$ cat src/rtl/bridge_timer_pkg.sv
// bridge_timer_pkg: shared FSM state, register map and byte-merge helper
// for the memory-mapped bridge timer.
package bridge_timer_pkg;
   typedef enum logic [1:0] {S_IDLE, S_LOAD, S_CNT, S_INT} state_t;
   localparam logic [1:0] OFF_CTRL = 2'd0;
   localparam logic [1:0] OFF_PRESET = 2'd1;
   localparam logic [1:0] OFF_COUNT = 2'd2;
   localparam int CTRL_EN = 0;
   localparam int CTRL_MODE = 1;
   localparam int CTRL_IM = 3;
   localparam logic [1:0] MODE_ONESHOT = 2'b00;
   localparam logic [1:0] MODE_RELOAD = 2'b01;
   function automatic logic [31:0] be_merge(input logic [31:0] old_v, input logic [31:0] new_v,
                                            input logic [3:0] be);
      logic [31:0] r;
      for (int i = 0; i < 4; i++) r[8*i +: 8] = be[i] ? new_v[8*i +: 8] : old_v[8*i +: 8];
      return r;
   endfunction
endpackage

$ cat src/rtl/bridge_timer.sv
// bridge_timer: programmable down-counter on the CPU IO bridge with
// one-cycle registered read data and a maskable sticky interrupt.
module bridge_timer
   import bridge_timer_pkg::*;
#(
   parameter logic [31:0] BASE_ADDR = 32'h0000_7F00
) (
   input  logic        clk,
   input  logic        rst,
   input  logic        IOWrite,
   input  logic [29:0] PrAddr,
   input  logic [31:0] PrWD,
   input  logic [3:0]  PrBE,
   output logic [31:0] PrRD,
   output logic        hit_q,
   output logic        irq
);
   state_t      r_state, w_state_nxt;
   logic [3:0]  r_ctrl, w_ctrl_nxt;
   logic [31:0] r_preset, r_count, w_count_nxt, w_rd;
   logic        r_pend, w_hit, w_wr_ctrl, w_wr_pre, w_clr_en, w_set_pend, w_en, w_reload;
   logic [1:0]  w_off;

   assign w_hit = PrAddr[29:2] == BASE_ADDR[31:4];
   assign w_off = PrAddr[1:0];
   assign w_wr_ctrl = IOWrite && w_hit && w_off == OFF_CTRL;
   assign w_wr_pre = IOWrite && w_hit && w_off == OFF_PRESET;
   assign w_en = r_ctrl[CTRL_EN];
   assign w_reload = r_ctrl[CTRL_MODE +: 2] == MODE_RELOAD;
   assign irq = r_pend & r_ctrl[CTRL_IM];
   assign w_rd = w_off == OFF_CTRL   ? {28'd0, r_ctrl} :
                 w_off == OFF_PRESET ? r_preset :
                 w_off == OFF_COUNT  ? r_count : 32'd0;
   // A software CTRL write overrides the one-shot EN clear in the same cycle
   assign w_ctrl_nxt = w_wr_ctrl ? (PrBE[0] ? PrWD[3:0] : r_ctrl) :
                       w_clr_en  ? {r_ctrl[3:1], 1'b0} : r_ctrl;

   always_comb begin
      w_state_nxt = r_state;
      w_count_nxt = r_count;
      w_clr_en = 1'b0;
      w_set_pend = 1'b0;
      case (r_state)
         S_IDLE: w_state_nxt = w_en ? S_LOAD : S_IDLE;
         S_LOAD: begin
            w_count_nxt = r_preset;
            w_state_nxt = S_CNT;
         end
         S_CNT: begin
            if (!w_en) w_state_nxt = S_IDLE;
            else if (r_count <= 32'd1) begin
               w_count_nxt = 32'd0;
               w_state_nxt = S_INT;
            end else w_count_nxt = r_count - 32'd1;
         end
         S_INT: begin
            w_set_pend = 1'b1;
            w_clr_en = !w_reload;
            w_state_nxt = w_reload ? S_LOAD : S_IDLE;
         end
      endcase
   end

   always_ff @(posedge clk or posedge rst)
      if (rst) r_state <= S_IDLE;
      else r_state <= w_state_nxt;

   always_ff @(posedge clk or posedge rst)
      if (rst) begin
         r_ctrl <= '0;
         r_preset <= '0;
         r_count <= '0;
         r_pend <= 1'b0;
         PrRD <= '0;
         hit_q <= 1'b0;
      end else begin
         r_ctrl <= w_ctrl_nxt;
         r_preset <= w_wr_pre ? be_merge(r_preset, PrWD, PrBE) : r_preset;
         r_count <= w_count_nxt;
         r_pend <= w_set_pend | (r_pend & ~w_wr_ctrl);
         PrRD <= w_hit ? w_rd : 32'd0;
         hit_q <= w_hit;
      end
endmodule
$ cat config.mk
export PLATFORM = sky130hd
export DESIGN_NAME = bridge_timer
export DESIGN_NICKNAME = d
export VERILOG_FILES = /design/src/rtl/bridge_timer_pkg.sv /design/src/rtl/bridge_timer.sv
export SDC_FILE = /design/constraint.sdc
export NUM_CORES = 1
export LEC_CHECK = 0
export CORE_MARGIN = 2
export CORE_UTILIZATION = 30
export CTS_BUF_LIST = sky130_fd_sc_hd__clkbuf_8
export CTS_CLUSTER_SIZE = 14
export DETAILED_ROUTE_END_ITERATION = 8
export GPL_TIMING_DRIVEN = 0
export PLACE_DENSITY_LB_ADDON = 0.15
export SYNTH_ARGS = -nofsm -noshare
export SYNTH_HDL_FRONTEND = slang
export SYNTH_SLANG_ARGS = --single-unit
$ cat constraint.sdc
create_clock -name clk -period 4.4 [get_ports clk]
set_input_delay 0.44 -clock clk [delete_from_list [all_inputs] [get_ports clk]]
set_output_delay 0.44 -clock clk [all_outputs]
set_load 0.02 [all_outputs]
==> impl_metrics.toml <==
[layout]
drive_gt1_frac = 0.116
n_antenna_cell = 0
finalNetCount = 661
instances_no_fill = 815
final_util = 0.400
fillCellCount = 1593
area_growth_pct = 31.2

[timing]
max_freq_mhz = 327
fin_setup_tns_ns = 0
slew_headroom = 0.478
period_share = 0.694
fin_skew_ns = 0.0105
setup_viol = 0
rsz0062_at_grt = "no"
timing.hold.ws_ns = 0.491
hold_violations = 0
tightest_slew_ns = 0.776
finalCriticalPeriod_ns = 3.05
drv_slew = 0

[power]
p_clk_frac = 0.409
powerDensity_nw_per_um2 = 272
swShare = 0.214
switchingPower_mw = 0.381
peakVddDrop_v = 0.000229
p_seq_frac = 0.535
finalPower_mw = 1.79
combPwrFrac = 0.057
leakagePower_nw = 2.85
p_int_mw = 1.41

[yosys]
synth_edf_count = 0
async_reset_ff_frac = 1.00
synth-seq-area-share = 0.521
synth_mux_area_frac = 0.0969
synthTopCellsByArea = "dfrtp_1 (52%), mux2_2 (7.9%), a22oi_1 (5.4%)"
synth-adder-area-share = 0.00501
synth-compound-area-share = 0.166
yosysTopAreaCellShare = 0.521
synth_nets = 548
synthCells = 477
avgSynthCellArea_um2 = 10.5
yosysUniqueCellTypes = 55
syn_area_um2 = 5000
synth_xor_area_frac = 0.00350
synth-simple-area-share = 0.175
synth_top_family_by_area = "simple AND/OR/NAND/NOR gates"
yosys.area.top_type = "dfrtp_1"
ys_ff_latch = 104
yosysWarnings = 0
ys.flop_type = "dfrtp_1"

[setup_path]
critical_path_class = "register to register"
cp_max_fo = 10
critPathRequiredTime_ns = 4.72
arrival_ns = 3.38
r2r.worst_path.cells = 8
regToRegSetupSlack_ns = 1.35
start_kind = "register"
endpoint_kind = "register"
r2r-start = "r_count[0]"
r2r_end = "r_count[16]"

[routing]
drtAntennaViolNets = 0
routed_via_density = 5.19
num_vias = 4230
dr.pass1.iters = 5
detail_route.wl_per_cell_um = 18.1
drc_errors = 0
drtIter0Drc = 230
drt-total-wl_um = 14700

[clock_tree]
clockRootBuffer = "clkbuf_8"
clk_pin_slew_ns = 0.10
cts_resized = 0
clk_latency_ns = 0.40
clk_path_buf_depth = 2
numCtsBuffers = 9
cts_max_level = 3
cts_sinks = 104
post-cts-setup-buffer-count = 0
tritoncts = "built"
hold_buffers = 0

[global_routing]
grtUsageTotal = 0.173
grt_antenna_before_repair = 0
grt_max_degree = 56
grt_pass1_vias = 4253
grt_pass1_wl_um = 23700
overflow = 0

[placed_design]
place_congestion = 0.874
place_hpwl_um = 10500
dp.cells = 799
port_buffers = 101

[worst_hold_path]
hold_path.class = "primary input to asynchronous set/reset pin"

[run]
maxCapViolCount = 0

[floorplanning]
fp.coreArea_um2 = 16400
die_width_um = 133
dieArea_um2 = 17700
io_pins = 103
fp.dieH_um = 133
rows = 47
start_util = 0.305

[outcome]
outcome = "finished clean"
[cell families after synthesis]
| group | Yosys count |
|---|---|
| AOI/OAI and AO/OA | 120 |
| xor gates and xnor gates | 2 |
| adders and majority gates | 2 |
| buffers and inverters | 41 |
| DFF | 104 |
| muxes | 44 |
| and+or+nand+nor | 164 |
[worst max path at each step]
stage                              end  slack, ns  depth (start not counted)        from
after global routing       r_count[16]       1.21                          8  r_count[0]
after global placement         PrRD[7]      -0.46                          2         rst
final                      r_count[16]       1.35                          8  r_count[0]
after floorplan                PrRD[0]       1.23                          1         rst
after detailed placement  r_preset[16]       1.00                          8  PrAddr[21]
after CTS                 r_preset[18]       1.43                          8  PrAddr[21]
[routing by layer]
| metal | part of all wire | up-vias | GRT usage |
|---|---|---|---|
| li1 | - | 2006 | - |
| met1 | 0.46 | 2089 | 0.231 |
| met2 | 0.47 | 112 | 0.270 |
| met3 | 0.044 | 23 | 0.0433 |
| met4 | 0.027 | 0 | 0.0651 |
| met5 | 0 | - | 0 |
[cells in the final DEF (no fill, tap or decap), types with 4 or more instances in the layout]
master           instances
a21oi_1                 20
a22oi_1                 36
a32oi_1                  8
clkbuf_1                20
clkbuf_8                10
clkdlybuf4s50_1        101
dfrtp_1                104
inv_1                   13
mux2_2                  35
mux2i_1                  9
nand2_1                 22
nand3_1                  9
nand4_1                  9
nor2_1                  61
nor2b_1                  9
nor3_1                  14
nor4_1                   8
nor4b_1                  4
o21ai_0                 18
o22ai_1                 10
o2bb2ai_1                6
or3_1                    4
[critical path: stages, from the launching register on]
cell	delay, ns
dfrtp_1	0.45
inv_1	0.11
ha_1	0.31
o211ai_1	0.44
nor4_4	0.16
nor3_1	0.57
clkbuf_1	0.56
a32oi_1	0.21
o2bb2ai_1	0.17
[area by class of cell]
class | count | area [µm²] | area share
well taps | 220 | 275 | 0.0420
plain buffers | 27 | 110 | 0.0168
inverters | 14 | 55.1 | 0.00839
multi-input cells | 332 | 2230 | 0.340
flip-flops and latches | 104 | 2600 | 0.397
clock buffers | 10 | 138 | 0.0210
clock inverters | 6 | 108 | 0.0164
repair buffers | 102 | 1040 | 0.158
[cells in the mapped netlist (all sizes together), types with 10 or more instances]
master / n
dfrtp: 104
nor2: 61
a22oi: 36
mux2: 35
nand2: 23
clkbuf: 21
a21oi: 20
o21ai: 18
nor3: 14
inv: 13
nor4: 12
o22ai: 10
[state kept, by name, indices dropped and copies added (netlist names)]
name / count
PrRD: 32
r_count: 32
r_preset: 32
r_ctrl: 4
r_state: 2
hit_q: 1
r_pend: 1
[stage by stage]
stage	setup slack, ns	cell area [µm²]
3_5_place_dp	1.00	6310
3_3_place_gp	-0.463	6280
4_1_cts	1.43	6560
6_report	1.35	6560
2_1_floorplan	1.23	5000
5_1_grt	1.21	6560
[power groups by stage]
stage | clock, mW | sequential, mW | combinational (mW)
floorplan | 0 | 0.974 | 0.0268
global placement | 0 | 0.974 | 0.0994
detailed placement | 0 | 0.974 | 0.104
CTS | 0.749 | 0.955 | 0.105
global route | 0.785 | 0.955 | 0.112
finish | 0.730 | 0.955 | 0.102
Power figures use the tool's default switching activity.
==> patch 1: new RTL, config.mk and constraints unchanged <==
Reset style: synchronous (`rst`), changed in 2 clocked blocks.
--- a/src/rtl/bridge_timer.sv
+++ b/src/rtl/bridge_timer.sv
@@ -61,11 +61,11 @@
       endcase
    end
 
-   always_ff @(posedge clk or posedge rst)
+   always_ff @(posedge clk)
       if (rst) r_state <= S_IDLE;
       else r_state <= w_state_nxt;
 
-   always_ff @(posedge clk or posedge rst)
+   always_ff @(posedge clk)
       if (rst) begin
          r_ctrl <= '0;
          r_preset <= '0;
Check against the original RTL: differs if rst is asserted again (counterexample within 4 cycles, from zero or initial values and one cycle with rst high); with rst held inactive, the same outputs for 4 cycles.
==> patch 1 against the original RTL <==
Count of clock-buffer cells in the layout up 3; power is 7.3% lower; synthesized cell count rose by 21%; cell area down 2.9%; sequential cell count stayed put; worst setup slack improved by 0.31 ns; routed wire length increased by 5.1%; via count up 9.6%; non-clock buffer count is 11 higher; area after synthesis shrank 2.5%; critical path type unchanged; critical endpoint is now r_count[22]; largest cell class is now multi-input gates.
==> patch 1: results (changes against the original RTL) <==
* Syn avg cell area at 8.48 um^2 (was 10.5 um^2)
* Worst Hold Class: reg -> reg (was in -> async)
* Pleak at 2.53 nW (was 2.85 nW)
* CP endpoint: r_count[22] (was r_count[16])
* Max_slew headroom at 0.406 (was 0.478)
* Critical path origin: r_count[0] (unchanged)
* Non-clock buffer share at 0.186 (was 0.175)
* WP data arrival at 3.03 ns (was 3.38 ns)
* Worst VDD drop at 0.000150 V (was 0.000229 V)
* Utilization after layout at 0.401 (was 0.400)
* Placement Cell Area at 6170 um^2 (was 6310 um^2)
* Reg2Reg Setup Slack at 1.65 ns (was 1.35 ns)
* WL met2 at 7060 um (was 6910 um)
* Layout cells sized above 1 at 0.0620 (was 0.116)
* CP top delay family: simple AND/OR/NAND/NOR gates (was compound AO/OA/AOI/OAI gates)
* Syn nets at 646 (was 548)
* Fill cells at 1662 (was 1593)
* Hold Slack at 0.484 ns (was 0.491 ns)
* Synth cell types at 59 (was 55)
* DP Worst Slack at 1.50 ns (was 1.00 ns)
* # placed instances at 893 (was 799)
* Met1 Usage GRT at 0.239 (was 0.231)
* Status: finished, final reports clean (unchanged)
* Post-synth ARST share at 0 (was 1.00)
* Clock skew at 0.0139 ns (was 0.0105 ns)
* Sw Ratio at 0.234 (was 0.214)
patch 1: cell types whose count changed after synthesis, sizes merged, moves of 26 or more:
cell / delta
dfrtp: -104
mux2i: +39
dfxtp: +104
mux2: -32
nor2: +44
nand2: +26
patch 1: cell families after synthesis:
logic type / Yosys count / share of synthesized area
and+or+nand+nor: 244 / 0.252
AOI/OAI and AO/OA: 123 / 0.163
DFF: 104 / 0.427
muxes: 51 / 0.106
buffers and inverters: 48 / 0.0413
xor gates and xnor gates: 3 / 0.00539
adders and majority gates: 2 / 0.00513
patch 1: power groups by stage:
stage | Sequential, W | Clock (W) | Combinational [W]
finish | 0.000940 | 0.000618 | 0.0000977
global route | 0.000941 | 0.000669 | 0.000105
CTS | 0.000941 | 0.000634 | 0.0000987
detailed placement | 0.000962 | 0 | 0.0000982
global placement | 0.000962 | 0 | 0.0000966
floorplan | 0.000962 | 0 | 0.0000222
==> patch 2: new RTL, same settings <==
Made on the original files. The 4 states of `state_t` get a one-hot encoding in 4 bits.
--- a/src/rtl/bridge_timer_pkg.sv
+++ b/src/rtl/bridge_timer_pkg.sv
@@ -1,7 +1,7 @@
 // bridge_timer_pkg: shared FSM state, register map and byte-merge helper
 // for the memory-mapped bridge timer.
 package bridge_timer_pkg;
-   typedef enum logic [1:0] {S_IDLE, S_LOAD, S_CNT, S_INT} state_t;
+   typedef enum logic [3:0] {S_IDLE = 4'b0001, S_LOAD = 4'b0010, S_CNT = 4'b0100, S_INT = 4'b1000} state_t;
    localparam logic [1:0] OFF_CTRL = 2'd0;
    localparam logic [1:0] OFF_PRESET = 2'd1;
    localparam logic [1:0] OFF_COUNT = 2'd2;
Formal check against the unedited RTL: same outputs for any inputs over 4 cycles, from zero or initial values and one cycle with rst high; so few cycles prove little.
==> patch 2 against the original RTL <==
Cell area increased by 3.2%; sequential cell count increased by 2; power increased by 2.2%; routed wire length increased by 9.0%; sequential share of layout area decreased by 0.46 points; die area increased by 3.7%; utilization decreased by 0.44 points; worst setup slack improved by 0.24 ns; sequential power increased by 2%; worst hold slack got worse by 0.078 ns; area after synthesis increased by 3.9%; count of clock-buffer cells in the layout increased by 1; largest power group unchanged.
==> patch 2: results (changes against the original RTL) <==
* First-pass GRT wire length at 25500 um (was 23700 um)
* Reg2Reg Setup Slack at 1.67 ns (was 1.35 ns)
* Pin count of the biggest net entering global routing at 66 (was 56)
* Synth Area in Compound Gates at 0.156 (was 0.166)
* Hold Slack at 0.414 ns (was 0.491 ns)
* Mux share of post-synthesis cell area at 0.101 (was 0.0969)
* Sw Ratio at 0.212 (was 0.214)
* # placed instances at 838 (was 799)
* Slowest-stage cell, CP: nand4_1 (was nor3_1)
* Synth cell types at 57 (was 55)
* RR Endpoint: r_count[15] (was r_count[16])
* Vias in the first global route at 4587 (was 4253)
* Max_slew headroom at 0.0851 (was 0.478)
* Pleak at 2.90 nW (was 2.85 nW)
* Placement Cell Area at 6500 um^2 (was 6310 um^2)
* Commonest cells in the netlist: dfrtp_1 (105), nor2_1 (71), a22oi_1 (44) (was dfrtp_1 (104), nor2_1 (61), a22oi_1 (36))
* Worst VDD drop at 0.000210 V (was 0.000229 V)
* Main area contributors after synthesis: dfrtp_1 (51%), mux2_2 (7.6%), a22oi_1 (6.4%), nor2_1 (5.1%), mux2i_1 (2.5%) (was dfrtp_1 (52%), mux2_2 (7.9%), a22oi_1 (5.4%), nor2_1 (4.6%), a21oi_1 (2.0%))
* Initial drt markers at 274 (was 230)
* Utilization after layout at 0.395 (was 0.400)
* R2r startpoint: r_count[2] (was r_count[0])
* Layout Cells excl Fill at 854 (was 815)
* Clock skew at 0.0153 ns (was 0.0105 ns)
* PostCTS Resize Cnt at 0 (unchanged)
* Nets at 695 (was 661)
* Mapped Cells at 512 (was 477)
* DP Worst Slack at 1.14 ns (was 1.00 ns)
* Vias per cell at 5.26 (was 5.19)
* CP Max Fanout at 8 (was 10)
* Syn nets at 583 (was 548)
* Final wirelength at 16100 um (was 14700 um)
* Xor/xnor cell area share of the yosys netlist at 0 (was 0.00350)
* Fill cells at 1723 (was 1593)
* Seq/Total Area, Yosys at 0.511 (was 0.521)
* IO buf count at 100 (was 101)
* Status: finished, final reports clean (unchanged)
* Gr usage total at 0.184 (was 0.173)
* HPWL Detailed at 11300 um (was 10500 um)
* Critical path's largest stage delay at 0.55 ns (was 0.57 ns)
* R2R cell count at 6 (was 8)
-- patch 2: changes by cell type in the layout (fill, tap and decap cells not counted), moves of 9 or more --
cell,delta
o21ai_0,-11
nand3_1,+9
nand4_1,+10
nor2_1,+10
o21ai_1,+14
-- patch 2: through the flow --
step / power, W / setup TNS, ns
final: 0.00183 / 0
after CTS: 0.00185 / 0
after global routing: 0.00190 / 0
after floorplan: 0.00102 / 0
after global placement: 0.00109 / -61.05
after detailed placement: 0.00110 / 0
-- patch 2: worst max-delay path by stage --
stage	startpoint	end	slack [ns]
final	PrAddr[10]	r_preset[22]	1.59
after global routing	PrAddr[3]	r_preset[19]	1.41
after CTS	r_state[1]	r_count[9]	1.35
after detailed placement	PrAddr[10]	r_preset[16]	1.14
after global placement	rst	PrRD[10]	-0.59
after floorplan	rst	PrRD[0]	1.17
-- patch 2: critical path: cells and delay by family --
kind / cells / cell delay [ns]
buffers and inverters: 3 / 0.86
muxes: 1 / 0.49
and+or+nand+nor: 4 / 1.28
-- patch 2: cell families (layout without fill, tap and decap cells) --
| group | after synthesis | count (layout) |
|---|---|---|
| adder cells (fa/ha/maj) | 2 | 2 |
| AND/OR/NAND/NOR | 194 | 194 |
| AO/OA/AOI/OAI | 119 | 119 |
| buffers and inverters | 43 | 160 |
| flip-flops | 106 | 106 |
| multiplexers | 48 | 48 |
-- patch 2: power by group through the flow --
stage	Clock (W)	Sequential (W)	Combinational, W
2_1_floorplan	0	0.000993	0.0000281
3_3_place_gp	0	0.000993	0.0000999
3_5_place_dp	0	0.000993	0.000105
4_1_cts	0.000776	0.000973	0.000106
5_1_grt	0.000815	0.000974	0.000113
6_report	0.000750	0.000973	0.000103
-- patch 2: per-layer routing --
metal	vias up	share of wire	GRT usage
met2	132	0.47	0.295
met5	-	0	0
met3	21	0.048	0.0400
li1	2128	-	-
met1	2210	0.46	0.250
met4	0	0.015	0.0532
-- patch 2: area by class of cell --
type | instances | share of cell area
multi-input combinational | 363 | 0.352
inverter | 8 | 0.00481
sequential | 106 | 0.392
timing repair buffer | 101 | 0.152
clock buffer | 11 | 0.0224
tap | 225 | 0.0416
clock inverter | 5 | 0.0150
buffer | 35 | 0.0205
